### src/rtl/prores_header_pkg.sv
// Shared definitions for the ProRes header emitters.
//   hdr_state_e   : emitter FSM states (IDLE, EMIT, FLUSH)
//   pic_hdr_cfg_t : per-picture fields latched on start
//   hdr_field_t   : one {val, size} beat for the bit writer
//   pic_hdr_field : picture-header field table, indexed 0..PIC_HDR_FIELDS-1
package prores_header_pkg;

  typedef enum logic [1:0] {
    IDLE  = 2'd0,
    EMIT  = 2'd1,
    FLUSH = 2'd2
  } hdr_state_e;

  localparam int unsigned PIC_HDR_FIELDS = 7;

  localparam int unsigned FW_HDR_SIZE   = 5;
  localparam int unsigned FW_RSVD0      = 3;
  localparam int unsigned FW_PIC_SIZE   = 32;
  localparam int unsigned FW_SLICE_NUM  = 16;
  localparam int unsigned FW_RSVD1      = 2;
  localparam int unsigned FW_LOG2_SLICE = 2;
  localparam int unsigned FW_RSVD2      = 4;

  typedef struct packed {
    logic [31:0] picture_size;
    logic [15:0] slice_num;
    logic [1:0]  log2_slice_mb;
  } pic_hdr_cfg_t;

  typedef struct packed {
    logic [31:0] val;
    logic [5:0]  size;
  } hdr_field_t;

  function automatic hdr_field_t pic_hdr_field(input logic [2:0]   index,
                                               input pic_hdr_cfg_t cfg,
                                               input logic [4:0]   hdr_size_bytes);
    hdr_field_t f;
    f.val  = '0;
    f.size = '0;
    case (index)
      3'd0: begin f.val = {27'd0, hdr_size_bytes};    f.size = 6'(FW_HDR_SIZE);   end
      3'd1: begin f.val = '0;                         f.size = 6'(FW_RSVD0);      end
      3'd2: begin f.val = cfg.picture_size;           f.size = 6'(FW_PIC_SIZE);   end
      3'd3: begin f.val = {16'd0, cfg.slice_num};     f.size = 6'(FW_SLICE_NUM);  end
      3'd4: begin f.val = '0;                         f.size = 6'(FW_RSVD1);      end
      3'd5: begin f.val = {30'd0, cfg.log2_slice_mb}; f.size = 6'(FW_LOG2_SLICE); end
      3'd6: begin f.val = '0;                         f.size = 6'(FW_RSVD2);      end
      default: begin f.val = '0;                      f.size = '0;                end
    endcase
    return f;
  endfunction

endpackage

### src/rtl/picture_header_gen.sv
// ProRes picture-header emitter: streams the header as (val, size_of_bit)
// beats to the bit writer, with ready backpressure and an optional flush beat.
//   clock, reset_n      : clock, asynchronous active-low reset
//   start               : header request (accepted in IDLE only)
//   picture_size, slice_num, log2_slice_mb : per-picture fields, latched on start
//   out_ready           : bit writer accepts the current beat
//   output_enable, val, size_of_bit, flush_bit : beat to the bit writer
//   busy, done, start_err : status (done/start_err are one-cycle pulses)
module picture_header_gen
  import prores_header_pkg::*;
#(
  parameter int unsigned VAL_WIDTH      = 64,
  parameter int unsigned SIZE_WIDTH     = 64,
  parameter int unsigned HDR_SIZE_BYTES = 8,
  parameter bit          FLUSH_AT_END   = 1'b0
) (
  input  logic                  clock,
  input  logic                  reset_n,
  input  logic                  start,
  input  logic [31:0]           picture_size,
  input  logic [15:0]           slice_num,
  input  logic [1:0]            log2_slice_mb,
  input  logic                  out_ready,
  output logic                  output_enable,
  output logic [VAL_WIDTH-1:0]  val,
  output logic [SIZE_WIDTH-1:0] size_of_bit,
  output logic                  flush_bit,
  output logic                  busy,
  output logic                  done,
  output logic                  start_err
);

  localparam logic [2:0] LAST_IDX = 3'(PIC_HDR_FIELDS - 1);
  localparam logic [4:0] HDR_SIZE = 5'(HDR_SIZE_BYTES);

  hdr_state_e      state_q, state_d;
  logic [2:0]      idx_q, idx_d;
  pic_hdr_cfg_t    cfg_q, cfg_d;
  logic            oe_q, oe_d;
  logic [VAL_WIDTH-1:0]  val_q, val_d;
  logic [SIZE_WIDTH-1:0] size_q, size_d;
  logic            flush_q, flush_d;
  logic            busy_q, busy_d;
  logic            done_q, done_d;
  logic            start_err_q, start_err_d;

  pic_hdr_cfg_t    cfg_in;
  pic_hdr_cfg_t    fld_cfg;
  logic [2:0]      fld_idx;
  hdr_field_t      fld;

  assign cfg_in = {picture_size, slice_num, log2_slice_mb};

  // The field mux always looks one beat ahead: beat 0 of the live inputs while
  // idle (so it can be registered on the accepting edge), otherwise the beat
  // following the one currently presented, from the latched config.
  always_comb begin
    fld_idx = '0;
    fld_cfg = cfg_in;
    if (state_q != IDLE) begin
      fld_idx = idx_q + 3'd1;
      fld_cfg = cfg_q;
    end
    fld = pic_hdr_field(fld_idx, fld_cfg, HDR_SIZE);
  end

  always_comb begin
    state_d     = state_q;
    idx_d       = idx_q;
    cfg_d       = cfg_q;
    oe_d        = oe_q;
    val_d       = val_q;
    size_d      = size_q;
    flush_d     = flush_q;
    done_d      = 1'b0;
    start_err_d = 1'b0;

    case (state_q)
      IDLE: begin
        oe_d    = 1'b0;
        val_d   = '0;
        size_d  = '0;
        flush_d = 1'b0;
        if (start) begin
          cfg_d   = cfg_in;
          idx_d   = '0;
          oe_d    = 1'b1;
          val_d   = VAL_WIDTH'(fld.val);
          size_d  = SIZE_WIDTH'(fld.size);
          state_d = EMIT;
        end
      end

      EMIT: begin
        start_err_d = start;
        if (out_ready) begin
          if (idx_q == LAST_IDX) begin
            idx_d  = '0;
            val_d  = '0;
            size_d = '0;
            if (FLUSH_AT_END) begin
              flush_d = 1'b1;
              state_d = FLUSH;
            end else begin
              oe_d    = 1'b0;
              done_d  = 1'b1;
              state_d = IDLE;
            end
          end else begin
            idx_d  = idx_q + 3'd1;
            val_d  = VAL_WIDTH'(fld.val);
            size_d = SIZE_WIDTH'(fld.size);
          end
        end
      end

      FLUSH: begin
        start_err_d = start;
        if (out_ready) begin
          oe_d    = 1'b0;
          flush_d = 1'b0;
          done_d  = 1'b1;
          state_d = IDLE;
        end
      end

      default: begin
        state_d = IDLE;
        idx_d   = '0;
        oe_d    = 1'b0;
        val_d   = '0;
        size_d  = '0;
        flush_d = 1'b0;
      end
    endcase

    busy_d = (state_d != IDLE);
  end

  always_ff @(posedge clock or negedge reset_n) begin
    if (!reset_n) begin
      state_q     <= IDLE;
      idx_q       <= '0;
      cfg_q       <= '0;
      oe_q        <= 1'b0;
      val_q       <= '0;
      size_q      <= '0;
      flush_q     <= 1'b0;
      busy_q      <= 1'b0;
      done_q      <= 1'b0;
      start_err_q <= 1'b0;
    end else begin
      state_q     <= state_d;
      idx_q       <= idx_d;
      cfg_q       <= cfg_d;
      oe_q        <= oe_d;
      val_q       <= val_d;
      size_q      <= size_d;
      flush_q     <= flush_d;
      busy_q      <= busy_d;
      done_q      <= done_d;
      start_err_q <= start_err_d;
    end
  end

  assign output_enable = oe_q;
  assign val           = val_q;
  assign size_of_bit   = size_q;
  assign flush_bit     = flush_q;
  assign busy          = busy_q;
  assign done          = done_q;
  assign start_err     = start_err_q;

endmodule

### config.mk
export PLATFORM = sky130hd
export DESIGN_NAME = picture_header_gen
export DESIGN_NICKNAME = d
export VERILOG_FILES = /design/src/rtl/prores_header_pkg.sv /design/src/rtl/picture_header_gen.sv
export SDC_FILE = /design/constraint.sdc
export NUM_CORES = 1
export LEC_CHECK = 0
export CAP_MARGIN = 20
export CORE_ASPECT_RATIO = 2
export CORE_UTILIZATION = 40
export CTS_CLUSTER_DIAMETER = 40
export CTS_CLUSTER_SIZE = 30
export DETAILED_ROUTE_END_ITERATION = 7
export GPL_ROUTABILITY_DRIVEN = 0
export PLACE_DENSITY_LB_ADDON = 0.15
export SYNTH_ARGS = -nofsm -noshare
export SYNTH_HDL_FRONTEND = slang
export SYNTH_SLANG_ARGS = --single-unit
export TNS_END_PERCENT = 20
### constraint.sdc
create_clock -name clock -period 4.61 [get_ports clock]
set_input_delay 0.922 -clock clock [delete_from_list [all_inputs] [get_ports clock]]
set_output_delay 0.922 -clock clock [all_outputs]
set_load 0.005 [all_outputs]
==> run summary, run 1 <==
outcome: complete, no violations
Peak Freq: 0.373 GHz
Synth area leaders: dfrtp_1, buf_4, mux2_2
top_reg_cell synth: dfrtp_1
Clk pin slew, worst setup/hold paths: 70 ps
Die X: 78.8 um
R2R setup slack: 2060 ps
RSZ-0062 raised after global routing: false
YS warnings: 0
global router's overall resource usage: 16.9%
leak pwr: 0.00252 uW
vias in the first global route: 3005
endpoint type of the worst setup path: flop
wire per inst: 15.5 um
Tot Pwr: 3120 uW
Post-CTS Setup Repair Bufs: 0
Post-Syn Area: 4720 um2
Max Cap Viol: 0
Root Buffer: clkbuf_16
DP Area: 5400 um2
Die Height: 156 um
Clock Skew: 8.00 ps
Routed WL: 9760 um
crit path kind: input pin to flop
synth cell count leaders: dfrtp_1, buf_4, mux2_2
Post-synth EDFFs: 0
crit-path max FO: 30
Synth cell types: 43
endpoints failing setup: 0
Setup crit start kind: input pin
I/O Pins: 187
cts hold-fix bufs: 0
die area: 12300 um2
post-CTS sizing: 0
vias: 2933
IO buf count: 94
Slew @ Worst Pin: 962 ps
synthesized flop and latch total: 96
Fin. Hold Viols: 0
Worst Hold Class: flop to flop
DRC errors left: 0
largest net degree at the start of global routing: 75
final instance area: 5700 um2
initial antenna violation count: 0
Max-slew headroom: 35.4%
first-pass GRT wire length: 15500 um
critical path required time: 4830 ps
diode count: 0
num rows: 55
starting density of the core: 41.3%
Multi-input gate area: 1840 um2
# clock sinks: 96
CTS tree: yes
Vias/cell: 4.67
fill cell count: 1064
Mean Syn Cell Area: 12.0 um2
hpwl dp: 6840 um
Seq. cell area: 2400 um2
pre-CTS setup slack: 1520 ps
worst skew pair latency: 340 ps
CTS buffer count: 9
sequential fraction of the synthesis area: 50.9%
Nets: 541
htree depth: 3
maximum VDD drop: 0.348 mV
Tcrit/Tclk final: 58.1%
Final Max Tran Viols: 0
drt pass-1 iters: 4
clock buffer depth: 2
final setup margin: 1930 ps
Yosys top cell by area: dfrtp_1
grt total ovfl: 0
initial DRC count: 137
Syn Inst Count: 392
layout cells sized above 1: 20.2%
top cell type's share of synthesized area: 50.9%
Core ar.: 11400 um2
FFs w/ async S/R, synth: 100%
Setup TNS Final: 0 ps
remaining antenna violation count after routing: 0
most instantiated library cell after synthesis: dfrtp_1
CP arrival: 2900 ps
power density over the cells: 547 nW/um2
crit path time final: 2680 ps
P&R area growth vs syn: 20.7%
-- report_power, final --
group          switching (uW)  total, uW  internal (uW)
registers                 182       1330           1150
clock network             324        744            420
logic                     501       1050            545
-- logic make-up (layout without fill, tap and decap cells) --
family,Yosys count,in the layout,share of synthesized area (%)
AOI/OAI and AO/OA,72,72,11.1
xor gates and xnor gates,3,3,0.875
adders and majority gates,6,6,1.59
buffers and inverters,116,119,17.7
DFF,96,96,50.9
muxes,51,51,12.2
other,1,92,0.0795
and+or+nand+nor,47,47,5.57
-- path summary, 6_finish.rpt --
| check | start | end | cells past startpoint |
|---|---|---|---|
| max | start | cfg_q[20] | 4 |
| min | val[6] | val[6] | 2 |
| max reg2reg | state_q[1] | cfg_q[20] | 5 |
| min reg2reg | val[6] | val[6] | 2 |
| max in group asynchronous | reset_n | cfg_q[37] | 2 |
| min in group asynchronous | reset_n | cfg_q[44] | 1 |
-- cell type report --
cell class,count,share of cell area (%)
repair buffers,97,16.9
flip-flops and latches,96,42.2
clock inverters,7,1.25
inverters,6,0.395
clock buffers,9,3.95
multi-input cells,271,32.2
well taps,142,3.12
-- flip-flops by register name, summed over array words and instances (netlist names) --
signal         count
idx_q              3
done               1
size_of_bit        5
start_err          1
busy               1
val               32
output_enable      1
cfg_q             50
state_q            2
-- per-layer routing --
layer  global-route usage (%)  share of wire, %  vias up
li1                         -                 -     1345
met1                     18.8                38     1438
met2                     30.2                55      132
met3                     3.04               4.3       18
met4                     8.20               2.8        0
met5                        0                 0        -
-- stage by stage --
step           util [%]  hold slack (ps)  cells
2_1_floorplan         -              469    483
3_3_place_gp       47.3              463    612
3_5_place_dp       47.3              471    612
4_1_cts            49.9              486    628
5_1_grt            49.9              506    628
6_report           49.9              481    628
-- critical path, stage by stage --
cell,delay (ps)
clkdlybuf4s50_1,520
and2_2,650
buf_4,420
mux2_2,370
-- placed cells by master, fill, tap and decap left out, types with 2 or more instances in the layout --
cell type,n
conb_1,92
nor3_4,2
nand2_1,26
clkinvlp_4,3
clkdlybuf4s50_1,93
nor2_1,6
nand2b_1,2
a22o_1,3
a221oi_1,2
a22oi_1,13
o21ai_1,10
clkbuf_16,9
buf_4,4
dfrtp_1,96
clkinv_2,2
and4_1,2
inv_1,5
mux2_2,51
o31ai_1,5
o21ai_0,10
a21oi_1,5
a22o_2,14
ha_1,6
Note: power is estimated with default switching activity, not from simulation.
==> run 2: changes to the inputs <==
==> constraint.sdc (replaced) <==
create_clock -name clock -period 2.7 [get_ports clock]
set_input_delay 0.54 -clock clock [delete_from_list [all_inputs] [get_ports clock]]
set_output_delay 0.54 -clock clock [all_outputs]
set_load 0.005 [all_outputs]
==> run summary, run 2 (synthesis gave the netlist of run 1 again) <==
crit path time final: 2230 ps
number of flip-flops in the largest register: 50
Worst Hold Class: input pin to asynchronous set/reset pin
Biggest register: cfg_q
hpwl dp: 7000 um
post-CTS sizing: 0
vias in the first global route: 2916
Fin. Hold Viols: 0
I/O Pins: 187
remaining antenna violation count after routing: 0
Max Cap Viol: 0
Die X: 78.8 um
worst skew pair latency: 340 ps
delay-heaviest family, CP: flip-flops
Vias/cell: 4.65
CP cell instances: inv_2 > ha_1 > nor4_4 > buf_4 > a22oi_1 > o21ai_1
global router's overall resource usage: 16.9%
initial antenna violation count: 0
cts hold-fix bufs: 0
endpoints failing setup: 0
Routed WL: 9730 um
CTS buffer count: 9
critical path required time: 2970 ps
leak pwr: 0.00256 uW
Tcrit/Tclk final: 82.6%
grt met3 use: 3.92%
Peak Freq: 0.448 GHz
Seq. cell area: 2400 um2
Setup crit start kind: flop
Core ar.: 11400 um2
maximum VDD drop: 0.562 mV
outcome: complete, no violations
die area: 12300 um2
starting density of the core: 41.3%
final setup margin: 469 ps
CP arrival: 2500 ps
Critical path buffers and inverters: 2
num rows: 55
fin util: 50.5%
endpoint type of the worst setup path: flop
RSZ-0062 raised after global routing: false
grt met2 use: 30.3%
wire per inst: 15.3 um
DRC errors left: 0
grt total ovfl: 0
Nets: 547
crit-path max cell delay: 520 ps
largest net degree at the start of global routing: 44
P&R area growth vs syn: 22.2%
Final Max Tran Viols: 0
Slew @ Worst Pin: 566 ps
vias: 2946
Multi-input gate area: 1840 um2
CP max stage cell: dfrtp_1
met1 GRT Util: 18.4%
IO buf count: 94
CTS tree: yes
Root Buffer: clkbuf_16
htree depth: 3
initial DRC count: 113
Max-slew headroom: 62.2%
crit path kind: flop to flop
drt pass-1 iters: 4
layout cells sized above 1: 21.1%
power density over the cells: 922 nW/um2
crit-path max FO: 11
grt peak-use layer: met2
pre-CTS setup slack: 422 ps
clock buffer depth: 2
diode count: 0
first-pass GRT wire length: 15400 um
Die Height: 156 um
Clock Skew: 5.52 ps
Setup TNS Final: 0 ps
most common cell after layout, fill and taps aside: dfrtp_1
Clk pin slew, worst setup/hold paths: 70 ps
fill cell count: 1081
commonest non-fill, non-tap cells in the layout: dfrtp_1, clkdlybuf4s50_1, conb_1
Post-CTS Setup Repair Bufs: 0
# clock sinks: 96
==> run 2: changes by cell type in the layout (fill, tap and decap cells not counted) <==
cell and change:
buf_12 +4, buf_4 +2, bufinv_16 -1, clkinv_2 +1
clkinv_4 +1, clkinvlp_4 -1
==> run 2: path summary, 6_finish.rpt <==
kind | slack, ps | to | depth (start not counted) | start
worst max-delay path | 470 | val[10] | 6 | idx_q[0]
worst min-delay path | 180 | cfg_q[38] | 1 | reset_n
worst max register to register | 470 | val[10] | 6 | idx_q[0]
worst min register to register | 480 | val[6] | 2 | val[6]
max in group asynchronous | 1860 | cfg_q[24] | 2 | reset_n
min in group clock | 480 | val[6] | 2 | val[6]
==> run 2: final cells by class <==
class	instances	share of cell area, %
Clock buffer	9	3.90
Clock inverter	7	0.824
Inverter	6	0.390
Multi-Input combinational cell	271	31.8
Sequential cell	96	41.6
Tap cell	142	3.08
Timing Repair Buffer	103	18.3
==> run 2: routing by layer <==
layer	share of wire [%]	vias to the layer above	wire, um
met5	0	-	0
met4	2.4	0	230
met3	4.8	16	464
met2	55	131	5380
met1	38	1445	3660
li1	-	1354	-
==> run 2: through the flow <==
stage,area [um2],instances,total power (uW),hold slack [ps]
global route,5770,634,5690,214
floorplan,5060,483,3610,244
CTS,5770,634,5390,194
detailed placement,5500,618,4180,470
global placement,5500,618,4120,462
finish,5770,634,5320,175
==> run 2: report_power, final <==
part / internal, uW / leakage [uW] / total, uW / switching (uW)
Clock: 624 / 0.000132 / 1190 / 561
Sequential: 1960 / 0.00121 / 2270 / 310
Combinational: 996 / 0.00122 / 1870 / 873
